[config.mk]
export PLATFORM = sky130hd
export DESIGN_NAME = recursive_doubling_adder
export DESIGN_NICKNAME = d
export VERILOG_FILES = /design/src/rtl/rd_adder_pkg.sv /design/src/rtl/recursive_doubling_adder_prefix_net.sv /design/src/rtl/recursive_doubling_adder.sv
export SDC_FILE = /design/constraint.sdc
export NUM_CORES = 1
export LEC_CHECK = 0
export ABC_AREA = 1
export BUFFER_PORTS_ARGS = -buffer_cell sky130_fd_sc_hd__buf_2
export CAP_MARGIN = 5
export CORE_ASPECT_RATIO = 0.9
export CORE_MARGIN = 1.5
export CORE_UTILIZATION = 50
export CTS_BUF_LIST = sky130_fd_sc_hd__clkbuf_2 sky130_fd_sc_hd__clkbuf_4 sky130_fd_sc_hd__clkbuf_8
export DETAILED_ROUTE_END_ITERATION = 8
export PLACE_DENSITY = 0.85
export SLEW_MARGIN = 20
export SYNTH_ARGS = -nofsm -noshare
export SYNTH_HDL_FRONTEND = slang
export SYNTH_SLANG_ARGS = --single-unit
[constraint.sdc]
create_clock -name clk -period 0.9 [get_ports clk]
set_clock_uncertainty 0.1 [all_clocks]
set_input_delay 0.09 -clock clk [delete_from_list [all_inputs] [get_ports clk]]
set_output_delay 0.09 -clock clk [all_outputs]
set_load 0.005 [all_outputs]
[src/rtl/rd_adder_pkg.sv]
// Shared definitions for the recursive-doubling adder.
//   rd_status_t        : 2-bit carry status per prefix position (KILL/PROP/GEN)
//   RD_DEFAULT_WIDTH   : default operand width
//   rd_bit_status()    : status of one operand bit pair
//   rd_combine()       : prefix combine operator
//   rd_levels()        : number of combine levels needed for a given width
package rd_adder_pkg;

    typedef enum logic [1:0] {
        KILL = 2'b00,
        PROP = 2'b01,
        GEN  = 2'b10
    } rd_status_t;

    localparam int RD_DEFAULT_WIDTH = 32;

    function automatic rd_status_t rd_bit_status(input logic a_bit, input logic b_bit);
        rd_status_t s;
        if (a_bit & b_bit)
            s = GEN;
        else if (~a_bit & ~b_bit)
            s = KILL;
        else
            s = PROP;
        return s;
    endfunction

    // A propagating upper span defers to whatever the lower span resolved to;
    // a killing or generating upper span decides the carry on its own.
    function automatic rd_status_t rd_combine(input rd_status_t hi, input rd_status_t lo);
        return (hi == PROP) ? lo : hi;
    endfunction

    // WIDTH+1 positions (carry-in plus one per bit) need ceil(log2(WIDTH+1))
    // doubling steps before every span reaches position 0.
    function automatic int rd_levels(input int width);
        return $clog2(width + 1);
    endfunction

endpackage

[src/rtl/recursive_doubling_adder_prefix_net.sv]
// rd_prefix_net: combinational recursive-doubling carry-status network.
//   a, b         : operands (WIDTH bits)
//   cin          : carry-in, seeds position 0
//   final_status : resolved status for positions 0..WIDTH; position i is the
//                  carry into bit i, position WIDTH is the carry out.
module rd_prefix_net
    import rd_adder_pkg::*;
#(
    parameter int WIDTH = RD_DEFAULT_WIDTH
) (
    input  logic                   cin,
    input  logic [WIDTH-1:0]       a,
    input  logic [WIDTH-1:0]       b,
    output logic [WIDTH:0][1:0]    final_status
);

    localparam int LEVELS = rd_levels(WIDTH);

    // lvl[j] holds the statuses entering combine level j; lvl[LEVELS] is final.
    rd_status_t lvl [LEVELS+1][WIDTH+1];

    assign lvl[0][0] = cin ? GEN : KILL;

    for (genvar i = 0; i < WIDTH; i++) begin : g_seed
        assign lvl[0][i+1] = rd_bit_status(a[i], b[i]);
    end

    for (genvar j = 0; j < LEVELS; j++) begin : g_level
        for (genvar p = 0; p <= WIDTH; p++) begin : g_pos
            if (p >= (1 << j)) begin : g_comb
                assign lvl[j+1][p] = rd_combine(lvl[j][p], lvl[j][p - (1 << j)]);
            end else begin : g_pass
                assign lvl[j+1][p] = lvl[j][p];
            end
        end
    end

    for (genvar p = 0; p <= WIDTH; p++) begin : g_out
        assign final_status[p] = lvl[LEVELS][p];
    end

endmodule

[src/rtl/recursive_doubling_adder.sv]
// recursive_doubling_adder: A + B + Cin through a parallel-prefix carry network,
// with a single output register stage.
//   clk, rst_n : rising-edge clock, asynchronous active-low reset
//   in_valid   : operands on a/b/cin are meaningful this cycle
//   a, b, cin  : unsigned addends and carry-in
//   sum, cout  : registered (a+b+cin) mod 2^WIDTH and carry out
//   out_valid  : registered in_valid, qualifies sum/cout
module recursive_doubling_adder
    import rd_adder_pkg::*;
#(
    parameter int WIDTH = RD_DEFAULT_WIDTH
) (
    input  logic             clk,
    input  logic             rst_n,
    input  logic             in_valid,
    input  logic [WIDTH-1:0] a,
    input  logic [WIDTH-1:0] b,
    input  logic             cin,
    output logic [WIDTH-1:0] sum,
    output logic             cout,
    output logic             out_valid
);

    logic [WIDTH:0][1:0] final_status;
    logic [WIDTH-1:0]    carry;
    logic [WIDTH-1:0]    sum_next;
    logic                cout_next;

    rd_prefix_net #(
        .WIDTH (WIDTH)
    ) u_prefix_net (
        .cin          (cin),
        .a            (a),
        .b            (b),
        .final_status (final_status)
    );

    // After the last level no position is PROP, so GEN alone means carry.
    always_comb begin
        carry = '0;
        for (int i = 0; i < WIDTH; i++) begin
            carry[i] = (rd_status_t'(final_status[i]) == GEN);
        end
    end

    assign sum_next  = a ^ b ^ carry;
    assign cout_next = (rd_status_t'(final_status[WIDTH]) == GEN);

    // Result registers load every cycle; out_valid tells consumers which to use.
    always_ff @(posedge clk or negedge rst_n) begin
        if (!rst_n) begin
            sum       <= '0;
            cout      <= 1'b0;
            out_valid <= 1'b0;
        end else begin
            sum       <= sum_next;
            cout      <= cout_next;
            out_valid <= in_valid;
        end
    end

endmodule

==> reports/results.tsv, run 1 <==
stage	metric	value	unit
status	status	did not finish	
status	failed_stage	global routing	
status	firstError	[ERROR GRT-0232] Routing congestion too high. Check the congestion heatmap in the GUI.	
logic_synthesis	synth-seq-cells	34	
logic_synthesis	syn_nets	908	
global_routing	grt_max_degree	35	
logic_synthesis	synth_area_leaders	nand2_1, dfrtp_1, inv_1	
floorplan	die_w	101.9	um
placed_design	hpwl	10.82	mm
logic_synthesis	yosysSeqAreaShare	19.32	%
logic_synthesis	synth_top_area_share	32.22	%
logic_synthesis	syn-cell-area	4404	sq um
clock_network	cts.path.max_buffers	2	
clock_network	htreeDepth	2	
floorplan	fp.dieH	92.04	um
floorplan	start_util	51.40	%
logic_synthesis	synthCells	807	
clock_network	cts-buffers-inserted	5	
placed_design	io_buffers	101	
floorplan	row_count	32	
logic_synthesis	yosysUniqueCellTypes	23	
placed_design	gp_congestion	0.9162	
sta	worst-ep-kind	register input	
floorplan	ios	102	
logic_synthesis	synth_area_leader_cell	nand2_1	
clock_network	cts_sinks	34	
logic_synthesis	avgSynthCellArea	5.458	sq um
logic_synthesis	yosys_warnings	0	
clock_network	cts_root_buffer	clkbuf_8	
sta	worstEndpointGrtRepair	cout$_DFF_PN0_/D	
global_routing	overflow	7	
global_routing	grt_use_total	68.81	%
## repair_timing
| action | in CTS |
|---|---|
| pin swaps | 99 |
| hold endpoints to repair | 35 |
| endpoints found under the setup margin | 65 |
| gates resized for setup | 222 |
| setup buffers | 21 |
| hold buffers | 2 |
## synth_stat cells
| library cell | n |
|---|---|
| nand2_1 | 378 |
| inv_1 | 156 |
| nand3_1 | 60 |
| nor2_1 | 38 |
| dfrtp_1 | 34 |
| ha_1 | 32 |
| a21oi_1 | 21 |
| o21ai_0 | 18 |
| xor2_1 | 17 |
| nand2_2 | 16 |
| a21oi_2 | 7 |
| inv_2 | 7 |
| o21ai_1 | 6 |
| o21bai_1 | 5 |
| o21ai_2 | 3 |
| and2_1 | 2 |
| clkinv_1 | 1 |
| fa_1 | 1 |
| nand3b_1 | 1 |
| nand4_1 | 1 |
| nor2_4 | 1 |
| o21a_1 | 1 |
| o21bai_2 | 1 |
## cell families after synthesis
kind of cell,synth area share [%]
AO/OA/AOI/OAI,8.381
XOR/XNOR,3.381
adder cells (fa/ha/maj),9.545
buffers and inverters,13.98
flip-flops,19.32
AND/OR/NAND/NOR,45.40
## through the flow
step,instance area (sq um),worst slack (ns),std cells,hold WS [ns]
floorplan,4907,-0.5335,807,-0.3056
CTS,7041,-0.4909,1113,0.02397
global placement,6017,-0.8483,1086,-0.03146
detailed placement,6017,-0.8632,1086,-0.02791
## layer usage
metal,GRT usage [%],GRT overflow
met5,12.43,0
met4,64.73,4
met3,52.21,0
met2,86.44,3
met1,70.30,0
==> run 2, diff against run 1 <==
--- a/config.mk
+++ b/config.mk
@@ -8,12 +8,10 @@
 export ABC_AREA = 1
 export BUFFER_PORTS_ARGS = -buffer_cell sky130_fd_sc_hd__buf_2
 export CAP_MARGIN = 5
-export CORE_ASPECT_RATIO = 0.9
 export CORE_MARGIN = 1.5
-export CORE_UTILIZATION = 50
-export CTS_BUF_LIST = sky130_fd_sc_hd__clkbuf_2 sky130_fd_sc_hd__clkbuf_4 sky130_fd_sc_hd__clkbuf_8
+export CORE_UTILIZATION = 35
 export DETAILED_ROUTE_END_ITERATION = 8
-export PLACE_DENSITY = 0.85
+export PLACE_DENSITY_LB_ADDON = 0.15
 export SLEW_MARGIN = 20
 export SYNTH_ARGS = -nofsm -noshare
 export SYNTH_HDL_FRONTEND = slang
==> run 2 against run 1 <==
  * The flow now finishes, with violations (setup timing)
  * Area after synthesis stayed put
  * Synthesized cell count stayed put
==> reports/results.tsv, run 2 <==
stage	metric	value	unit	change
flow_run	maxCapViolations	0		
drt	num_vias	5555		
logic_synthesis	yosysSeqAreaShare	19.32	%	unchanged
logic_synthesis	synthArstFlopShare	100.0	%	unchanged
floorplan	core-area	12160	sq um	
status	violations	setup timing		
sta	rsz0062_at_grt	true		
worst_setup_path	crit_fanout	6		
logic_synthesis	ys_top_cells_by_count	nand2_1, inv_1, nand3_1		unchanged
sta	hold_viol	0		
worst_setup_path	crit_type	in2reg		
sta	period_minus_slack	1.466	ns	
cells_and_area	mostFrequentLayoutCell	nand2_1		
logic_synthesis	yosysUniqueCellTypes	23		unchanged
placed_design	io_buffers	101		unchanged
worst_setup_path	timing.critical_path.mode_cell	nand2_1		
clock_network	cts_sinks	34		unchanged
clock_network	cts.path.max_buffers	2		unchanged
clock_network	htreeDepth	2		unchanged
power_and_ir_drop	p_leak	0.004441	uW	
global_routing	grt_use_total	22.73	%	
floorplan	dieArea	13270	sq um	
worst_setup_path	endpoint_kind	flip-flop		
logic_synthesis	syn_nets	908		unchanged
min_path	hold_class	in2reg		
drt	drt-pass1-iter-count	6		
cells_and_area	largest_register_ffs	32		
cells_and_area	reg_top3	sum (32), cout (1), out_valid (1)		
global_routing	grt_max_degree	35		
cells_and_area	layout_common_cells	nand2_1, nand2_2, inv_1, buf_4, buf_2		
cells_and_area	area_growth	79.15	%	
clock_network	cts_root_buffer	clkbuf_16		was clkbuf_8
drt	wl_per_cell	13.19	um	
logic_synthesis	yosys_warnings	0		unchanged
status	status	finished, violations left		was did not finish
cells_and_area	fillers	1030		
sta	max_freq	681.9	MHz	
sta	finalMaxSlewViolations	0		
clock_network	cts_tree	built		
sta	slew_headroom	84.08	%	
worst_setup_path	worstPathArrival	1.55	ns	
cells_and_area	diodes	0		
global_routing	overflow	0		
global_routing	grt_pass1_wl	23.49	mm	
worst_setup_path	cp_cell_sequence	buf_6, ha_4, nand2_2, nand2_1, nand2_1, nand3_4, nand2_4, inv_2, nand2_4, buf_4, nand3_2, nand2_1, nand3_1, nand2_1		
sta	setup_viol	65		
logic_synthesis	yosysMostFrequentCell	nand2_1		unchanged
worst_setup_path	cp-start-kind	primary input		
placed_design	gp_congestion	0.8888		was 0.9162
logic_synthesis	synth_edf_count	0		unchanged
sta	hold_ws	0.002245	ns	
floorplan	fp.dieH	115.2	um	was 92.04 um
clock_network	path_clk_slew	0.06	ns	
cells_and_area	fin_nets	1122		
logic_synthesis	synth-seq-cells	34		unchanged
cells_and_area	largest-register	sum		
logic_synthesis	synth_area_leader_cell	nand2_1		unchanged
sta	fin_ws	-0.5664	ns	
placed_design	hpwl	11.61	mm	was 10.82 mm
logic_synthesis	synth_area_leaders	nand2_1, dfrtp_1, inv_1		unchanged
power_and_ir_drop	peakVddDrop	0.7081	mV	
floorplan	die_w	115.2	um	was 101.9 um
clock_network	cts-buffers-inserted	5		unchanged
drt	drc	0		
global_routing	grt_pass1_vias	5007		
drt	vias_per_cell	4.668		
sta	worst_pin_slew	0.2372	ns	
cells_and_area	final_util	64.88	%	
drt	routed_wl	15.70	mm	
sta	tns	-15.88	ns	
logic_synthesis	synth_flop_cell	dfrtp_1		unchanged
logic_synthesis	synthCells	807		unchanged
cells_and_area	fin_area	7890	sq um	
power_and_ir_drop	powerDensity	1211	nW/um^2	
global_routing	antenna_found_initial	0		
worst_setup_path	path_buf_inv	3		
floorplan	row_count	40		was 32
logic_synthesis	avgSynthCellArea	5.458	sq um	unchanged
cells_and_area	drive_above_1_share	55.09	%	
logic_synthesis	syn-cell-area	4404	sq um	unchanged
drt	first_iter_violations	255		
logic_synthesis	synth_top_area_share	32.22	%	unchanged
worst_setup_path	path_delay_family	simple AND/OR/NAND/NOR gates		
drt	ant_nets	0		
worst_setup_path	worstPathRequired	0.98	ns	
worst_setup_path	crit_slowest_cell	ha_4		
sta	finalCritPeriodShare	162.9	%	
placed_design	dpl_cell_area	6168	sq um	was 6017 sq um
floorplan	ios	102		unchanged
floorplan	start_util	36.21	%	was 51.40%
worst_setup_path	cp_slowest_stage_delay	0.31	ns	
run 2: routing by layer:
metal / vias up / wire length, um / track usage, %
met2: 153 / 7566 / 36.90
met1: 2521 / 7232 / 31.82
met3: 13 / 700 / 3.163
li1: 2868 / - / -
met5: - / 0 / 0
met4: 0 / 197 / 5.679
run 2: metrics by stage:
step                setup slack [ns]  power [uW]  instances
floorplan                    -0.5335        4502        807
global placement             -0.8717        6200       1147
detailed placement           -0.9118        6216       1147
CTS                          -0.5145        8775       1180
global route                 -0.6207       10230       1190
finish                       -0.5664        9556       1190
run 2: kinds of logic after synthesis:
| group | Yosys count | synth area share (%) |
|---|---|---|
| compound gates | 62 | 8.381 |
| xor+xnor | 17 | 3.381 |
| fa+ha+maj | 33 | 9.545 |
| buf+inv | 164 | 13.98 |
| flops | 34 | 19.32 |
| simple gates | 497 | 45.40 |
run 2: area by class of cell:
class	count	area (sq um)	share of cell area [%]
clock buffers	7	142.6	1.808
clock inverters	1	5.005	0.06343
inverters	164	648.1	8.214
multi-input cells	609	4506	57.10
flip-flops and latches	34	850.8	10.78
well taps	168	210.2	2.664
repair buffers	207	1528	19.36
run 2: what timing repair did:
item | CTS | global route
endpoints found under the hold margin | 35 | 0
setup buffers | 26 | 13
endpoints found under the setup margin | 65 | 65
pin swaps | 113 | 113
resized for setup | 172 | 210
hold buffers | 2 | 0
run 2: final timing paths:
| path | startpoint | endpoint | slack, ns | cells past startpoint |
|---|---|---|---|---|
| setup / recovery | b[1] | sum[24]$_DFF_PN0_ | -0.57 | 14 |
| hold / removal | a[0] | sum[0]$_DFF_PN0_ | 0.002 | 2 |
| max in group asynchronous | rst_n | sum[20]$_DFF_PN0_ | 0.31 | 3 |
| min in group asynchronous | rst_n | sum[7]$_DFF_PN0_ | 0.19 | 3 |
run 2: report_power, final:
part           total, uW  switching (uW)  internal (uW)
clock               1850             752           1100
combinational       5730            3140           2590
sequential          1970            98.5           1870
Power figures use the tool's default switching activity.
